<file path="src/rtl/tp_ntt_cfg_seq.sv">
// Command sequencer for one TP-NTT stage: sequences modulus/twiddle loads and
// the run-mode input gating plus the output-valid strobe that tracks stage latency.
module tp_ntt_cfg_seq #(
  parameter int unsigned N          = 128,
  parameter int unsigned TP         = 8,
  parameter int unsigned LOGQ       = 32,
  parameter int unsigned ITER_PARTS = 3,
  parameter int unsigned PIPE_LAT   = 30,
  parameter int unsigned Q_HOLD     = 3
) (
  input  logic                     i_clk,
  input  logic                     i_rst,
  input  logic                     i_cmd_valid,
  output logic                     o_cmd_ready,
  input  logic [1:0]               i_cmd_op,
  input  logic [LOGQ-1:0]          i_cmd_q,
  input  logic                     i_tw_valid,
  output logic                     o_tw_ready,
  input  logic [(TP-1)*LOGQ-1:0]   i_tw_data,
  input  logic                     i_din_valid,
  input  logic [TP*LOGQ-1:0]       i_din,
  output logic [1:0]               o_op_type_out,
  output logic [LOGQ-1:0]          o_q_out,
  output logic [(TP-1)*LOGQ-1:0]   o_twiddle_out,
  output logic [TP*LOGQ-1:0]       o_ntt_in,
  output logic                     o_start_out,
  output logic                     o_dout_valid,
  output logic                     o_busy,
  output logic                     o_done,
  output logic                     o_err_underrun
);

  localparam int unsigned TW_TOTAL = ITER_PARTS * (N / TP);
  localparam int unsigned CntMax   = (TW_TOTAL > Q_HOLD) ? TW_TOTAL : Q_HOLD;
  localparam int unsigned CntW     = $clog2(CntMax) + 1;
  localparam int unsigned TwW      = (TP - 1) * LOGQ;
  localparam int unsigned DinW     = TP * LOGQ;

  typedef enum logic [2:0] {S_IDLE, S_Q, S_TW_PRIME, S_TW, S_RUN} state_e;

  state_e              r_state, w_state_d;
  logic [CntW-1:0]     r_cnt, w_cnt_d;
  logic [1:0]          r_op_type, w_op_type_d;
  logic [LOGQ-1:0]     r_q, w_q_d;
  logic [TwW-1:0]      r_twiddle, w_twiddle_d;
  logic [DinW-1:0]     r_ntt_in, w_ntt_in_d;
  logic                r_done, w_done_d;
  logic                r_err, w_err_d;
  logic [PIPE_LAT-1:0] r_pipe;
  logic                w_run_beat;

  always_ff @(posedge i_clk) begin
    if (i_rst) begin
      r_state   <= S_IDLE;
      r_cnt     <= '0;
      r_op_type <= '0;
      r_q       <= '0;
      r_twiddle <= '0;
      r_ntt_in  <= '0;
      r_done    <= 1'b0;
      r_err     <= 1'b0;
      r_pipe    <= '0;
    end else begin
      r_state   <= w_state_d;
      r_cnt     <= w_cnt_d;
      r_op_type <= w_op_type_d;
      r_q       <= w_q_d;
      r_twiddle <= w_twiddle_d;
      r_ntt_in  <= w_ntt_in_d;
      r_done    <= w_done_d;
      r_err     <= w_err_d;
      r_pipe    <= {r_pipe[PIPE_LAT-2:0], w_run_beat};
    end
  end

  // OP_TYPE defaults to 0 each cycle, so any nonzero code lasts exactly one cycle.
  always_comb begin
    w_state_d   = r_state;
    w_cnt_d     = r_cnt;
    w_op_type_d = 2'd0;
    w_q_d       = r_q;
    w_twiddle_d = '0;
    w_ntt_in_d  = '0;
    w_done_d    = 1'b0;
    w_err_d     = r_err;
    w_run_beat  = 1'b0;
    o_cmd_ready = 1'b0;
    o_tw_ready  = 1'b0;
    unique case (r_state)
      S_IDLE: begin
        o_cmd_ready = 1'b1;
        w_cnt_d     = '0;
        if (i_cmd_valid) begin
          case (i_cmd_op)
            2'd0: begin
              w_q_d       = i_cmd_q;
              w_op_type_d = 2'd3;
              w_state_d   = S_Q;
            end
            2'd1: w_state_d = S_TW_PRIME;
            2'd2: begin
              w_op_type_d = 2'd2;
              w_state_d   = S_RUN;
            end
            default: ;
          endcase
        end
      end
      S_Q: begin
        if (r_cnt == CntW'(Q_HOLD - 1)) begin
          w_done_d  = 1'b1;
          w_cnt_d   = '0;
          w_state_d = S_IDLE;
        end else begin
          w_cnt_d = r_cnt + CntW'(1);
        end
      end
      S_TW_PRIME: begin
        if (i_tw_valid) begin
          w_op_type_d = 2'd1;
          w_cnt_d     = '0;
          w_state_d   = S_TW;
        end
      end
      S_TW: begin
        // The stage counts words unconditionally, so a missing word becomes a zero slot.
        o_tw_ready = 1'b1;
        if (i_tw_valid) begin
          w_twiddle_d = i_tw_data;
        end else begin
          w_err_d = 1'b1;
        end
        if (r_cnt == CntW'(TW_TOTAL - 1)) begin
          w_done_d  = 1'b1;
          w_cnt_d   = '0;
          w_state_d = S_IDLE;
        end else begin
          w_cnt_d = r_cnt + CntW'(1);
        end
      end
      S_RUN: begin
        w_run_beat = i_din_valid;
        if (i_din_valid) begin
          w_ntt_in_d = i_din;
        end
      end
      default: w_state_d = S_IDLE;
    endcase
  end

  assign o_op_type_out  = r_op_type;
  assign o_q_out        = r_q;
  assign o_twiddle_out  = r_twiddle;
  assign o_ntt_in       = r_ntt_in;
  assign o_start_out    = 1'b0;
  assign o_dout_valid   = r_pipe[PIPE_LAT-1];
  assign o_busy         = (r_state != S_IDLE);
  assign o_done         = r_done;
  assign o_err_underrun = r_err;

endmodule

</file>
<file path="config.mk">
export PLATFORM = sky130hd
export DESIGN_NAME = tp_ntt_cfg_seq
export DESIGN_NICKNAME = d
export VERILOG_FILES = /design/src/rtl/tp_ntt_cfg_seq.sv
export SDC_FILE = /design/constraint.sdc
export NUM_CORES = 1
export LEC_CHECK = 0
export ABC_CLOCK_PERIOD_IN_PS = 3300
export CORE_AREA = 2 2 403 405
export DETAILED_ROUTE_END_ITERATION = 7
export DIE_AREA = 0 0 405 407
export GPL_TIMING_DRIVEN = 0
export PLACE_DENSITY = 0.3
export REMOVE_ABC_BUFFERS = 1
export SYNTH_ARGS = -nofsm -noshare
export SYNTH_HDL_FRONTEND = slang
export SYNTH_SLANG_ARGS = --single-unit
</file>
<file path="constraint.sdc">
create_clock -name i_clk -period 3.3 [get_ports i_clk]
set_input_delay 0.66 -clock i_clk [delete_from_list [all_inputs] [get_ports i_clk]]
set_output_delay 0.66 -clock i_clk [all_outputs]
set_load 0.01 [all_outputs]
</file>
Word-level counts from Yosys, hierarchy flattened
Index checks and enable logic that the tools add are counted.
Widths: inputs -> output; s select.
{"block": "word_totals", "ff_bits": 556, "word_cells": 58}
{"block": "classes", "n_addsub": 1, "eq_ne": 13, "mux": 19, "n_bitwise": 4, "reduce_logical": 11}
{"cell": "$pmux 7 s4", "count": 1}
{"cell": "$mux 7", "count": 3}
{"cell": "$pmux 3 s5", "count": 1}
{"cell": "$mux 3", "count": 4}
{"cell": "$pmux 3 s3", "count": 1}
{"cell": "$ne 2x2->1 const B", "count": 4}
{"cell": "$pmux 2 s2", "count": 2}
{"cell": "$add 7x1->7 const B", "count": 1}
{"cell": "$eq 7x2->1 const B", "count": 1}
{"cell": "$eq 7x6->1 const B", "count": 1}
{"cell": "$eq 3x2->1 const B", "count": 2}
{"cell": "$reduce_and 6->1", "count": 1}
{"cell": "$reduce_or 3->1", "count": 2}
{"cell": "$mux 1", "count": 5}
{"cell": "$ne 4x2->1 const B", "count": 1}
{"cell": "$not 1->1", "count": 4}
{"cell": "$reduce_and 2->1", "count": 2}
{"cell": "$reduce_bool 4->1", "count": 1}
{"cell": "$eq 3x1->1 const B", "count": 1}
{"cell": "$eq 3x3->1 const B", "count": 1}
{"cell": "$logic_not 3->1", "count": 1}
{"cell": "$reduce_and 3->1", "count": 1}
{"cell": "$reduce_bool 3->1", "count": 1}
{"cell": "$eq 2x1->1 const B", "count": 1}
{"cell": "other kinds (5)", "count": 5}

Logic depth before layout (Yosys ltp)
{"block": "depth", "depth_word": 4, "ltp_mapped": 7, "mapped_depth_nobuf": 6}

Least setup slack after synthesis
OpenSTA, ideal clock, no wires.
{"block": "synth_path", "path_type": "input port to flip-flop", "startpoint": "input port i_cmd_op[0]", "endpoint": "register r_q[10] (netlist: o_q_out[10])", "arrival_ns": 1.650, "required_ns": 3.230, "slack_ns": 1.580, "path_stages": 7, "path_cell_list": "inv_1 > ha_1 > and3_1 > clkbuf_1 > clkbuf_1 > nand2_1 > a21oi_1"}
{"block": "synth_between", "elab_chain_len": 2}
{"item": "start, declared", "line_no": "15", "text": "input logic [1:0] i_cmd_op,"}
{"item": "$logic_not 2->1", "line_no": "94", "text": "case (i_cmd_op)"}
{"item": "$reduce_and 3->1 (no line)"}
{"item": "end signal, assigned", "line_no": "67", "text": "r_q <= w_q_d;"}
{"item": "end, declared", "line_no": "44", "text": "logic [LOGQ-1:0] r_q, w_q_d;"}
No other way between the ends.
A chain may end at the register's enable or synchronous reset.

Worst setup path in the final report
{"block": "layout_path", "startpoint": "register r_state[0]", "endpoint": "output port o_tw_ready"}
{"block": "layout_between", "elab_chain_len": 2}
{"item": "start, declared", "line_no": "41", "text": "state_e r_state, w_state_d;"}
{"item": "start signal, assigned", "line_no": "64", "text": "r_state <= w_state_d;"}
{"item": "$eq 3x2->1", "line_no": "89", "text": "unique case (r_state)"}
{"item": "$mux 1", "line_no": "89"}
{"item": "end, declared", "line_no": "18", "text": "output logic o_tw_ready,"}
No other way between the ends.

==> flow_metrics.tcl <==
set metrics [dict create \
    status "complete, no violations" \
    synth_compound_area_share_pct 1.81 \
    rsz0062_at_grt "no" \
    seq_area_um2 11100 \
    switching_share_pct 23.0 \
    start_kind "flop" \
    grt_pass1_vias 13200 \
    final_nets 2925 \
    muxShareOfSynthArea_pct 0 \
    whs_ns 0.366 \
    synthTopCellsByArea "dfxtp_1, and2_1, nand2_1, nor2b_1, a21oi_1" \
    synth_top_family_by_area "simple AND/OR/NAND/NOR gates" \
    ys.flop_type "dfxtp_1" \
    vias 13200 \
    start_util_pct 9.73 \
    p_int_mw 12.7 \
    rr_endpoint "o_twiddle_out[187]$_SDFF_PP0_" \
    synth-simple-area-share_pct 24.0 \
    cp.required_ns 2.64 \
    hold_depth 2 \
    wirelength_um 102000 \
    worstMarginPinSlew_ns 0.775 \
    dieHeight_um 407 \
    finalHoldViolCount 0 \
    power.switching_mw 3.79 \
    drc 0 \
    drt-wirelength-per-cell_um 22.0 \
    drive_above_1_share_pct 6.44 \
    cp.arrival_ns 2.46 \
    power_frac_comb_pct 6.2 \
    ant_nets 0 \
    viasPerCell 2.85 \
    r2r-start "r_state[0]$_SDFFE_PP0P_" \
    final-setup-viol-count 0 \
    ys_ff_latch 556 \
    yosys.area.top_type_share_pct 71.4 \
    multi_input_area_um2 4120 \
    cp-startpoint "r_state[0]$_SDFFE_PP0P_" \
    grt_max_degree 59 \
    path_clk_slew_ns 0.05 \
    synth_common_cells "dfxtp_1, and2_1, nand2_1" \
    skew_ns 0.0269 \
    synth_fa_ha_area_share_pct 0.482 \
    crit_type "reg -> out" \
    min_from "i_rst" \
    cts_tree "done" \
    h-tree-depth 3 \
    syn_area_per_cell_um2 11.8 \
    synth.most_common_cell "dfxtp_1" \
    p_per_area_nw_per_um2 522 \
    gp_congestion 0.805 \
    peakVddDrop_mv 0.312 \
    yosysSeqAreaShare_pct 71.4 \
    port_buffers 1038 \
    cts_root_buf "clkbuf_16" \
    postSynthCellCount 1322 \
    synth_area_um2 15600 \
    dieArea_um2 165000 \
    cts_made_buffers 80 \
    fillers 17600 \
    pin_count 1040 \
    num_rows 147 \
    clockBufferDepth 3 \
    cap_viol_max_count 0 \
    rr_worst_depth 9 \
    grt_usage_pct 11.8 \
    grt_first_pass_wirelength_um 128000 \
    seqPwrFrac_pct 41.5 \
    hold_path_end "r_pipe[1]$_SDFF_PP0_" \
    cts_hold_buf 0 \
    timing.final.crit_share_pct 94.4 \
    synth_edf_count 0 \
    max_freq_mhz 321 \
    synth_xor_area_share_pct 0 \
    dr.pass1.iters 4 \
    placed_area_um2 28900 \
    coreArea_um2 160000 \
    end_kind "output port" \
    critical_path.max_fanout 14 \
    dpl.hpwl_um 85500 \
    final_core_utilization_pct 19.7 \
    p_leak_nw 11.6 \
    dp_slack_ns -0.287 \
    hold_path.class "in -> reg" \
    ys_types 36 \
    globalRouteOverflowTotal 0 \
    postLayoutCellArea_um2 31500 \
    clkLatencyLatePin_ns 0.67 \
    clockPowerShare_pct 52.3 \
    maxSlewViolCount 0 \
    grt_antenna_before_repair 71 \
    yosysTopAreaCell "dfxtp_1" \
    cts_sinks 556 \
    die_w_um 405 \
    slew-limit-headroom_pct 48.3 \
    r2r_slack_ns 0.42 \
    syn2layout_area_growth_pct 102 \
    yosys_warnings 0 \
    fin_ws_ns 0.183 \
    drtIter0Drc 429 \
    synthArstFlopShare_pct 0 \
    min_period_ns 3.12 \
]
power by group through the flow:
stage	clock network (mW)	registers, mW	logic (mW)
floorplan	0	6.99	0.123
global placement	0	6.97	1.03
detailed placement	0	6.97	1.04
CTS	9.10	6.82	1.04
global route	9.33	6.82	1.09
finish	8.62	6.82	1.02
timing repair:
action	in CTS	in global routing
endpoints found under the hold margin	0	0
buffers inserted	1	0
endpoints found under the setup margin	10	0
gates resized for setup	0	0
kinds of logic (layout without fill, tap and decap cells):
| kind of cell | Yosys count | count (layout) |
|---|---|---|
| and+or+nand+nor | 627 | 627 |
| DFF | 556 | 556 |
| buffers and inverters | 81 | 1212 |
| AOI/OAI and AO/OA | 51 | 51 |
| adders and majority gates | 6 | 6 |
| other | 1 | 11 |
cell type report:
type | count | area share (%)
diodes | 10 | 0.0794
inverters | 8 | 0.0953
multi-input cells | 685 | 13.1
clock inverters | 26 | 0.985
flip-flops and latches | 556 | 35.3
well taps | 2160 | 8.58
clock buffers | 109 | 7.18
repair buffers | 1069 | 34.7
worst max-delay path, cell delays in order (launching register included):
cell,delay [ns]
dfxtp_1,0.56
nor2b_4,0.44
and2_4,0.22
clkdlybuf4s50_1,0.58
routing by layer:
layer / GRT usage [%] / routed length [µm]
met3: 6.30 / 11100
met5: 0 / 557
met1: 12.7 / 37600
met2: 20.0 / 50200
met4: 3.19 / 2320
sequential cells by signal, indices dropped and copies added (netlist names):
signal	flops
o_done	1
o_op_type_out	2
r_state	3
r_pipe	30
o_q_out	32
o_ntt_in	256
r_cnt	7
o_err_underrun	1
o_twiddle_out	224
worst max-delay path by stage:
stage	slack, ns	cells after the start	end
2_1_floorplan	-4.52	2	r_pipe[0]$_SDFF_PP0_
3_3_place_gp	-19.73	2	r_pipe[0]$_SDFF_PP0_
3_5_place_dp	-0.29	11	o_ntt_in[107]$_SDFF_PP0_
4_1_cts	0.08	3	o_tw_ready
5_1_grt	0.04	3	o_tw_ready
6_report	0.18	3	o_tw_ready
per-stage QoR:
step	total power, mW	instances	TNS, ns
after floorplan	7.11	1249	-1255.19
after global placement	7.99	4447	-7002.90
after detailed placement	8.00	4477	-7.87
after CTS	17.0	4613	0
after global routing	17.2	4616	0
final	16.5	4623	0
layout by cell type, fill, tap and decap left out, drive strengths merged, types with 10 or more instances in the layout:
master and n:
clkdlybuf4s50 1037, dfxtp 556, and2 482, clkbuf 109
nand2 73, a21oi 38, nor2b 32, buf 32
clkinv 16, inv 12, diode 10
(Power assumes the default switching activity.)
